[config.mk]
export PLATFORM = sky130hd
export DESIGN_NAME = ret_addr_stack
export DESIGN_NICKNAME = d
export VERILOG_FILES = /design/src/rtl/ret_addr_stack.sv
export SDC_FILE = /design/constraint.sdc
export NUM_CORES = 1
export LEC_CHECK = 0
export BUFFER_PORTS_ARGS = -buffer_cell sky130_fd_sc_hd__clkbuf_2
export CORE_MARGIN = 2
export CORE_UTILIZATION = 46
export CTS_BUF_LIST = sky130_fd_sc_hd__clkbuf_8 sky130_fd_sc_hd__clkbuf_16
export CTS_CLUSTER_SIZE = 14
export DETAILED_ROUTE_END_ITERATION = 7
export GPL_ROUTABILITY_DRIVEN = 0
export PLACE_DENSITY_LB_ADDON = 0.2
export SYNTH_ARGS = -nofsm -noshare
export SYNTH_HDL_FRONTEND = slang
export SYNTH_SLANG_ARGS = --single-unit
[constraint.sdc]
create_clock -name clk -period 8.1 [get_ports clk]
set_input_delay 0.81 -clock clk [delete_from_list [all_inputs] [get_ports clk]]
set_output_delay 0.81 -clock clk [all_outputs]
set_load 0.05 [all_outputs]
[src/rtl/ret_addr_stack.sv]
// ret_addr_stack: return-address stack predictor with per-branch checkpoint restore
module ret_addr_stack #(
   parameter int DEPTH    = 16,
   parameter int IP_WIDTH = 48,
   parameter int NCKPT    = 8,
   localparam int PTR_W   = $clog2(DEPTH),
   localparam int TAG_W   = $clog2(NCKPT)
) (
   input  logic                clk,
   input  logic                rst,
   input  logic                stall,
   input  logic                push,
   input  logic                pop,
   input  logic [IP_WIDTH-1:0] push_addr,
   input  logic                ckpt_en,
   input  logic [TAG_W-1:0]    ckpt_tag,
   input  logic                flush,
   input  logic [TAG_W-1:0]    flush_tag,
   output logic [IP_WIDTH-1:0] top_addr,
   output logic                top_valid,
   output logic [PTR_W:0]      count,
   output logic                overflow,
   output logic                underflow
);
   localparam logic [PTR_W:0] FULL = (PTR_W+1)'(DEPTH);
   logic [IP_WIDTH-1:0] mem_q [DEPTH];
   logic [PTR_W-1:0]    ck_tos_q [NCKPT];
   logic [PTR_W:0]      ck_cnt_q [NCKPT];
   logic [IP_WIDTH-1:0] ck_top_q [NCKPT];
   logic [NCKPT-1:0]    ck_vld_q, ck_vld_d;
   logic [PTR_W-1:0]    tos_q, tos_d;
   logic [PTR_W:0]      count_q, count_d;
   logic                ovf_q, ovf_d, unf_q, unf_d;
   logic                mem_we, ck_we;
   logic [PTR_W-1:0]    mem_wa;
   logic [IP_WIDTH-1:0] mem_wd, push_data;
   assign push_data = {push_addr[IP_WIDTH-1:1], 1'b0};
   assign top_valid = count_q != '0;
   assign top_addr  = top_valid ? mem_q[tos_q] : '0;
   assign count     = count_q;
   assign overflow  = ovf_q;
   assign underflow = unf_q;
   // next-state: flush restore beats stall, stall freezes push/pop/checkpoint
   always_comb begin
      tos_d    = tos_q;
      count_d  = count_q;
      ovf_d    = 1'b0;
      unf_d    = 1'b0;
      ck_vld_d = ck_vld_q;
      ck_we    = 1'b0;
      mem_we   = 1'b0;
      mem_wa   = tos_q;
      mem_wd   = push_data;
      if (flush) begin
         ck_vld_d = '0;
         if (ck_vld_q[flush_tag]) begin
            tos_d   = ck_tos_q[flush_tag];
            count_d = ck_cnt_q[flush_tag];
            mem_we  = 1'b1;
            mem_wa  = ck_tos_q[flush_tag];
            mem_wd  = ck_top_q[flush_tag];
         end else begin
            tos_d   = '0;
            count_d = '0;
         end
      end else if (!stall) begin
         if (ckpt_en) begin
            ck_we              = 1'b1;
            ck_vld_d[ckpt_tag] = 1'b1;
         end
         if (push && pop) begin
            mem_we  = 1'b1;
            count_d = (count_q == '0) ? (PTR_W+1)'(1) : count_q;
         end else if (push) begin
            tos_d   = tos_q + 1'b1;
            mem_we  = 1'b1;
            mem_wa  = tos_q + 1'b1;
            count_d = (count_q == FULL) ? count_q : count_q + 1'b1;
            ovf_d   = count_q == FULL;
         end else if (pop) begin
            tos_d   = (count_q != '0) ? tos_q - 1'b1 : tos_q;
            count_d = (count_q != '0) ? count_q - 1'b1 : count_q;
            unf_d   = count_q == '0;
         end
      end
   end
   // control state with asynchronous active-low reset
   always_ff @(posedge clk or negedge rst) begin
      if (!rst) begin
         tos_q    <= '0;
         count_q  <= '0;
         ovf_q    <= 1'b0;
         unf_q    <= 1'b0;
         ck_vld_q <= '0;
      end else begin
         tos_q    <= tos_d;
         count_q  <= count_d;
         ovf_q    <= ovf_d;
         unf_q    <= unf_d;
         ck_vld_q <= ck_vld_d;
      end
   end
   // stack entries, not reset; top_addr is gated by count instead
   always_ff @(posedge clk) begin
      if (mem_we) mem_q[mem_wa] <= mem_wd;
   end
   // checkpoint payload snapshots state before any same-cycle push/pop
   always_ff @(posedge clk) begin
      if (ck_we) begin
         ck_tos_q[ckpt_tag] <= tos_q;
         ck_cnt_q[ckpt_tag] <= count_q;
         ck_top_q[ckpt_tag] <= mem_q[tos_q];
      end
   end
endmodule
==> flow_summary.toml, run 1 <==
[outcome]
status = "finished, final reports clean"

[synth]
synth_seq_cells = 1243
async_reset_ff_share_pct = 1.53
netlist_instances = 2054
yosysWarnings = 0
yosysSeqAreaShare_pct = 77.2
synthFlopType = "edfxtp_1"
synthDistinctLibCells = 54
synth_nets = 2121
syn_area_per_cell_um2 = 23.5
netlist_area_um2 = 48200
synth_edf_count = 1224

[worst_setup_path]
critPathCaptureType = "primary output"
reg2reg_depth = 6
reg2reg_from = "tos_q[1]"
critPathMaxFanout = 41
path_class = "flop to primary output"
r2r_setup_slack_ns = 3.64
crit_arrival_ns = 4.35
r2r_end = "mem_q[9][10]"
worst_ep_required_time_ns = 7.29
startpoint_type = "flop"

[timing]
setup_viol = 0
timing.final.crit_share_pct = 63.7
hold_viol = 0
maxSlewViolCount = 0
slew_headroom_pct = 19.7
period_minus_slack_ns = 5.16
fmaxAchievable_ghz = 0.194
whs_ns = 0.0742
rsz0062_at_grt = "no"
fin_ws_ns = 2.94
fin_tns_setup_ns = 0
worst_slew_pin_slew_ns = 1.20
skew_ns = 0.0324

[grt]
globalRouteOverflowTotal = 0
grt.met3_usage_pct = 2.99
grt_usage_pct = 19.9
grt_use_met1_pct = 28.0
top_usage_layer = "met2"
grt_max_degree = 144
antenna_found_initial = 1
grt_pass1_wl_um = 154000
grtUsageMet2_pct = 32.9
grt_pass1_vias = 23000

[die]
row_count = 118
die_w_um = 328
die_h_um = 328
ios = 117
die-area_um2 = 107000
start_util_pct = 46.4
core_region_area_um2 = 104000

[clocking]
root_buffer = "clkbuf_16"
clock-sinks = 1243
ctsLongestPathBuffers = 3
clkSlewWorstSetupHoldPaths_ns = 0.06
numCtsBuffers = 131
insertion_delay_ns = 0.73
ctsHoldBuffers = 0
tritoncts = "done"
h-tree-depth = 4
post-cts-setup-buffers = 0
cts_repair_resize_count = 0

[layout]
final_common_cell = "edfxtp_1"
drive_above_1_share_pct = 32.0
area_growth_pct = 13.4
final_core_util_pct = 52.6
most-common-layout-cells = "edfxtp_1, mux4_2, clkbuf_16, clkbuf_2, mux2i_1"
finish.instance_area_um2 = 54600
nets = 2315

[placement]
hpwlAfterDp_um = 55500
placed_area_um2 = 50500
port_buffers = 115
place_ws_ns = 2.64

[route]
routed_via_density = 5.90
drtPass1Iterations = 5
drt_wl_total_um = 105000
drt_iter0_drc = 2001
ant_nets = 0
detail_route.wl_per_cell_um = 28.1
remaining_drc_errors = 0
dr_total_vias = 22000

[run]
maxCapViolCount = 0

[min_path]
min_path_type = "input port to async pin"

[power_and_ir_drop]
ir_worst_vdd_v = 0.000194
cellPowerDensity_nw_per_um2 = 282
p_leak_nw = 17.5
-- worst max path at each step --
stage	from	endpoint	depth (start not counted)
4_1_cts	tos_q[0]	top_addr[8]	6
5_1_grt	tos_q[0]	top_addr[6]	6
2_1_floorplan	flush_tag[1]	mem_q[10][0]	7
3_3_place_gp	flush_tag[1]	mem_q[12][32]	8
6_report	tos_q[0]	top_addr[12]	6
3_5_place_dp	flush_tag[1]	mem_q[12][32]	8
-- layout make-up --
type / count / area (um2)
Multi-Input combinational cell: 690 / 10500
Timing Repair Buffer: 173 / 1050
Fill cell: 7869 / 49200
Inverter: 9 / 33.8
Clock inverter: 94 / 654
Clock buffer: 138 / 3440
Antenna cell: 1 / 2.50
Sequential cell: 1243 / 37200
Tap cell: 1380 / 1730
-- Yosys cell counts (3+ instances only) --
cell type / instances / area [um2]
xnor2_1: 9 / 78.8
clkbuf_1: 41 / 154
mux2_2: 6 / 67.6
a21o_1: 10 / 75.1
mux4_2: 354 / 7970
nor2_1: 16 / 60.1
dfrtp_1: 19 / 475
nand2b_1: 3 / 18.8
o22ai_1: 3 / 18.8
edfxtp_1: 1224 / 36800
buf_6: 17 / 191
buf_1: 16 / 60.1
o21ai_1: 50 / 250
ha_1: 5 / 62.6
buf_2: 32 / 160
nor2b_1: 50 / 313
inv_1: 9 / 33.8
a21oi_1: 5 / 25.0
buf_4: 6 / 45.0
nand2_1: 56 / 210
nand3_1: 5 / 25.0
nor3_1: 13 / 65.1
nor3_2: 8 / 80.1
mux2i_1: 60 / 601
-- flip-flops by register name, summed over array words and instances (netlist names) --
register,count
ck_cnt_q,40
ck_vld_q,8
overflow,1
underflow,1
mem_q,768
ck_tos_q,32
tos_q,4
count,5
ck_top_q,384
-- per-stage QoR --
stage          power, mW  instances
3_3_place_gp        9.86       3495
2_1_floorplan       9.29       2054
6_report            15.4       3728
5_1_grt             16.0       3728
4_1_cts             15.6       3727
3_5_place_dp        9.91       3495
-- critical path, stage by stage (launching register included) --
cell and delay (ns):
dfrtp_4 0.44, buf_4 0.61, buf_4 0.79, mux4_2 0.60, mux4_2 0.60, nor2b_1 0.20, clkbuf_2 0.30
-- power by group --
part           internal, mW  total [mW]  switching [mW]
clock                  3.29        5.69            2.40
combinational         0.724        2.16            1.44
sequential             7.47        7.58           0.106
total                  11.5        15.4            3.94
-- layer usage --
layer,vias to the layer above,routed length (um)
met5,-,0
met4,0,1930
met3,139,5010
met2,640,52700
met1,12100,45000
li1,9129,-
-- cell families (layout without fill, tap and decap cells) --
logic type                 Yosys count  after routing  share of synthesized area (%)
other                                0              1                              0
and+or+nand+nor                    165            165                           1.83
xor gates and xnor gates             9              9                          0.164
AOI/OAI and AO/OA                   88             88                           1.23
muxes                              422            422                           18.0
DFF                               1243           1243                           77.2
buffers and inverters              121            414                           1.34
adders and majority gates            6              6                          0.171
Note: power is estimated with default switching activity, not from simulation.
==> inputs of run 2 (changes only) <==
clock period = 4.7 ns   (was 8.1 ns; I/O delays follow)
==> run 2 against run 1 <==
Clock skew fell by 0.0087 ns. First-iteration DRC count rose by 8.0%. Worst hold slack improved by 0.15 ns. Critical path type unchanged. Critical endpoint is now top_addr[0].
==> flow_summary.toml, run 2 (same netlist as run 1, synthesis figures left out) <==
[outcome]
status = "finished, final reports clean"

[placement]
placed_area_um2 = 51100
port_buffers = 115
place_inst = 3504
hpwlAfterDp_um = 53600

[layout]
largest_reg_flops = 768
finish.instance_area_um2 = 55000
nets = 2313
top_register = "mem_q"
drive_above_1_share_pct = 31.7
area_growth_pct = 14.0
fin_cells = 3725
most-common-layout-cells = "edfxtp_1, mux4_2, clkbuf_16, clkbuf_2, mux2i_1"
antenna_cells = 0
reg.largest.list = "mem_q (768), ck_top_q (384), ck_cnt_q (40)"
fillers = 7913
multi_input_area_um2 = 10500
regArea_um2 = 37200
final_common_cell = "edfxtp_1"

[clocking]
ctsLongestPathBuffers = 3
clkSlewWorstSetupHoldPaths_ns = 0.06
insertion_delay_ns = 0.69
post-cts-setup-buffers = 0
h-tree-depth = 3
cts_repair_resize_count = 0
tritoncts = "done"
clock-sinks = 1243
numCtsBuffers = 119
root_buffer = "clkbuf_16"

[route]
routed_via_density = 5.89
drtPass1Iterations = 5
remaining_drc_errors = 0
dr_total_vias = 22000
drt_wl_total_um = 106000
drt_iter0_drc = 2161
detail_route.wl_per_cell_um = 28.4
ant_nets = 0

[timing]
whs_ns = 0.228
fin_tns_setup_ns = 0
fmaxAchievable_ghz = 0.240
period_minus_slack_ns = 4.18
maxSlewViolCount = 0
hold_viol = 0
timing.final.crit_share_pct = 88.8
skew_ns = 0.0237
worst_slew_pin_slew_ns = 1.23
rsz0062_at_grt = "no"
setup_viol = 0
slew_headroom_pct = 17.7

[worst_setup_path]
critPathCaptureType = "primary output"
r2r_setup_slack_ns = 1.17
crit_arrival_ns = 3.71
path_class = "flop to primary output"
reg2reg_depth = 7
reg2reg_from = "tos_q[0]"
critPathMaxFanout = 40
r2r_end = "mem_q[7][24]"
worst_ep_required_time_ns = 4.23
crit_start = "tos_q[0]"
startpoint_type = "flop"

[die]
die_w_um = 328
row_count = 118
ios = 117
core_region_area_um2 = 104000
die_h_um = 328
die-area_um2 = 107000
start_util_pct = 46.4

[power_and_ir_drop]
switching_share_pct = 25.3
seq_power_share_pct = 49.6
power.internal_mw = 19.6
cellPowerDensity_nw_per_um2 = 478
p_leak_nw = 17.4
power_mw = 26.3
p_clk_share_pct = 35.8
power_switching_mw = 6.63
pwr-share-comb_pct = 14.6
ir_worst_vdd_v = 0.000309

[min_path]
min_path_type = "input port to flop"
min_path_cells = 2
hold_end = "underflow"
hp-start = "pop"

[grt]
grt_pass1_wl_um = 155000
grt_usage_pct = 19.9
antenna_found_initial = 1
grt_max_degree = 64
grt_pass1_vias = 22900
globalRouteOverflowTotal = 0

[run]
maxCapViolCount = 0
-- run 2: cell types whose count changed in the layout (fill, tap and decap cells not counted), sizes merged, moves of 2 or more --
| cell | before | now |
|---|---|---|
| buf | 60 | 69 |
| bufinv | 7 | 14 |
| clkbuf | 251 | 236 |
| clkinv | 45 | 54 |
| clkinvlp | 3 | 5 |
| inv | 48 | 33 |
-- run 2: final cells by class --
cell class	instances	share of cell area [%]
flip-flops and latches	1243	67.8
multi-input cells	690	19.1
clock buffers	123	5.60
well taps	1380	3.14
repair buffers	183	2.85
clock inverters	97	1.44
inverters	9	0.0615
-- run 2: per-stage QoR --
step	util, %	worst slack [ns]
after floorplan	-	-1.03
after global placement	49.2	0.971
after detailed placement	49.2	0.955
after CTS	52.9	0.419
after global routing	52.9	0.333
final	52.9	0.525
-- run 2: repair_timing --
item,4_1_cts,5_1_grt
hold endpoints to repair,19,0
endpoints found under the setup margin,0,0
hold buffers,1,0
-- run 2: worst max path at each step --
stage / end / slack [ns] / cells after the start
floorplan: mem_q[10][0] / -1.03 / 9
global route: top_addr[38] / 0.33 / 5
detailed placement: mem_q[7][24] / 0.95 / 7
CTS: top_addr[38] / 0.42 / 5
global placement: mem_q[7][22] / 0.97 / 7
finish: top_addr[0] / 0.52 / 5
-- run 2: worst max-delay path, stage by stage, from the launching register on --
cell	delay (ns)
dfrtp_4	0.85
buf_12	0.41
mux4_2	0.55
mux4_2	0.56
nor2b_1	0.26
clkbuf_2	0.34
-- run 2: power groups by stage --
stage / sequential (mW) / combinational [mW] / clock, mW
global route: 13.0 / 4.09 / 10.0
floorplan: 13.2 / 2.79 / 0
detailed placement: 13.3 / 3.90 / 0
CTS: 13.0 / 3.91 / 9.60
global placement: 13.2 / 3.82 / 0
finish: 13.0 / 3.82 / 9.41
-- run 2: layer usage --
layer,track usage [%],part of all wire (%)
met5,0,0
met4,5.07,2.0
met3,3.06,5.5
met2,33.2,50
met1,27.8,43
==> inputs of run 3 (changes only) <==
--- a/config.mk
+++ b/config.mk
@@ -6,4 +6,5 @@
 export NUM_CORES = 1
 export LEC_CHECK = 0
+export ABC_AREA = 1
 export BUFFER_PORTS_ARGS = -buffer_cell sky130_fd_sc_hd__clkbuf_2
 export CORE_MARGIN = 2
==> constraint.sdc (replaced) <==
create_clock -name clk -period 4.7 [get_ports clk]
set_input_delay 0.235 -clock clk [delete_from_list [all_inputs] [get_ports clk]]
set_output_delay 0.235 -clock clk [all_outputs]
set_load 0.05 [all_outputs]
==> run 3 against run 2 <==
First-iteration DRC count is 74% higher. Combinational power is 50% higher. Critical path type unchanged. Fmax is 3.5% higher. Synthesized cell count is 73% higher.
==> flow_summary.toml, run 3 <==
[worst_setup_path]
worst_ep_required_time_ns = 4.47
critPathCaptureType = "primary output"
critPathMaxFanout = 80
crit_arrival_ns = 3.80
cp_slowest_cell = "buf_4"
slowest_delay_ns = 0.69
crit_family = "buffers and inverters"
path_class = "flop to primary output"
path_buf_inv = 3
startpoint_type = "flop"
path_cells = "clkinv_8 -> buf_4 -> o21ai_0 -> o221ai_1 -> nand3_1 -> a21oi_1 -> clkbuf_2"

[synth]
synth_nets = 3625
synth_seq_cells = 1243
yosysSeqAreaShare_pct = 75.3
yosys.area.top_type = "edfxtp_1"
yosys-top-cells-count = "edfxtp_1, nor2_1, o21ai_0, nand2_1, o221ai_1"
synthFlopType = "edfxtp_1"
synth_area_leaders = "edfxtp_1, o21ai_0, o221ai_1"
synthDistinctLibCells = 35
yosysMostFrequentCell = "edfxtp_1"
netlist_area_um2 = 49500
netlist_instances = 3558
yosysWarnings = 0
async_reset_ff_share_pct = 1.53
synth_top_area_share_pct = 74.3
syn_area_per_cell_um2 = 13.9
synth_edf_count = 1224

[timing]
timing.final.crit_share_pct = 85.8
skew_ns = 0.0221
fmaxAchievable_ghz = 0.248
worst_slew_pin_slew_ns = 1.14
rsz0062_at_grt = "no"
hold_viol = 0
slew_headroom_pct = 24.0
setup_viol = 0
period_minus_slack_ns = 4.03
maxSlewViolCount = 0
fin_tns_setup_ns = 0

[layout]
final_common_cell = "edfxtp_1"
largest_reg_flops = 768
multi_input_area_um2 = 10800
top_register = "mem_q"
reg.largest.list = "mem_q (768), ck_top_q (384), ck_cnt_q (40)"
area_growth_pct = 12.5
regArea_um2 = 37200
fillers = 8964
fin_cells = 5129
drive_above_1_share_pct = 11.0
nets = 3705
most-common-layout-cells = "edfxtp_1, nor2_1, o21ai_0, nand2_1, o221ai_1"

[route]
remaining_drc_errors = 0
drtPass1Iterations = 5
routed_via_density = 6.00
detail_route.wl_per_cell_um = 25.7
drt_wl_total_um = 132000
ant_nets = 0
drt_iter0_drc = 3770
dr_total_vias = 30800

[placement]
hpwlAfterDp_um = 68300
place_inst = 4900
port_buffers = 115

[power_and_ir_drop]
p_clk_share_pct = 33.6
power_mw = 28.7
pwr-share-comb_pct = 19.9
power_switching_mw = 8.77
power.internal_mw = 20.0
switching_share_pct = 30.5
seq_power_share_pct = 46.5
p_leak_nw = 18.5
cellPowerDensity_nw_per_um2 = 516
ir_worst_vdd_v = 0.000295

[clocking]
numCtsBuffers = 131
tritoncts = "done"
clock-sinks = 1243
clkSlewWorstSetupHoldPaths_ns = 0.06
root_buffer = "clkbuf_16"
ctsLongestPathBuffers = 3
insertion_delay_ns = 0.73
h-tree-depth = 4

[grt]
grt_usage_pct = 23.6
globalRouteOverflowTotal = 0
grt_max_degree = 209
antenna_found_initial = 7
grt_pass1_vias = 29000
grt_pass1_wl_um = 193000

[run]
maxCapViolCount = 0

[die]
row_count = 120
die_w_um = 332
ios = 117
die_h_um = 332
start_util_pct = 46.3
core_region_area_um2 = 107000
die-area_um2 = 110000

[min_path]
min_path_type = "input port to flop"

[outcome]
status = "finished, final reports clean"
## run 3: cell count changes after synthesis, moves of 102 or more
cell / change
nand3_1: +128
nor2_1: +531
o21ai_0: +470
mux4_2: -354
nand2_1: +206
o221ai_1: +242
clkbuf_1: +102
## run 3: repair_timing
item                                   in CTS  in global routing
hold buffers                                8                  0
buffers inserted                            0                  0
endpoints found under the hold margin      29                  0
resized for setup                           0                  0
## run 3: cells by family after synthesis
logic type / count (synthesis) / synth area share [%]
flops: 1243 / 75.3
xor+xnor: 7 / 0.124
simple gates: 954 / 7.65
mux: 94 / 1.90
compound gates: 935 / 11.7
buf+inv: 319 / 3.18
fa+ha+maj: 6 / 0.167
## run 3: worst register-to-register path: stages (launching register included)
cell	delay [ns]
dfrtp_4	0.76
clkinv_2	0.73
nand2_1	0.25
nand2_1	0.10
a21oi_1	0.14
clkinv_1	0.07
nand2_1	0.08
inv_1	0.04
nand2_1	0.06
nand3_1	0.34
nor2_4	0.28
buf_4	0.41
## run 3: layout make-up
class,instances,area share (%)
Sequential cell,1243,66.9
Clock inverter,83,1.01
Clock buffer,136,6.11
Multi-Input combinational cell,1996,19.5
Inverter,62,0.459
Tap cell,1403,3.15
Timing Repair Buffer,204,2.84
Antenna cell,2,0.00899
## run 3: final timing paths
| kind | startpoint | to | slack, ns | cells past startpoint |
|---|---|---|---|---|
| min | flush_tag[1] | count[2] | 0.04 | 7 |
| max in group asynchronous | rst | tos_q[2] | 4.22 | 2 |
| max reg2reg | tos_q[3] | mem_q[13][10] | 1.06 | 11 |
| max | tos_q[0] | top_addr[47] | 0.67 | 7 |
| min reg2reg | ck_vld_q[7] | ck_vld_q[7] | 0.54 | 2 |
| min in group asynchronous | rst | ck_vld_q[6] | 0.05 | 2 |
## run 3: per-layer routing
metal  up-vias  track usage (%)  part of all wire (%)
met5         -                0                 0.021
met4         4             7.04                   2.4
met3       193             4.26                   8.2
met2      1302             35.3                    45
met1     15600             35.5                    44
li1      13700                -                     -
## run 3: power by group through the flow
stage	Combinational, mW	Clock, mW	Sequential, mW
after floorplan	3.72	0	13.5
after global placement	5.61	0	13.6
after detailed placement	5.67	0	13.6
after CTS	5.69	9.80	13.3
after global routing	6.16	10.2	13.4
final	5.72	9.66	13.4
## run 3: through the flow
stage	hold slack (ns)	area [um2]	util [%]	worst slack, ns
floorplan	-0.0606	49500	-	0.256
global placement	0.256	51600	48.3	1.12
detailed placement	0.262	51600	48.3	1.14
CTS	0.00343	55700	52.1	0.602
global route	0.0823	55700	52.1	0.479
finish	0.0407	55700	52.1	0.668
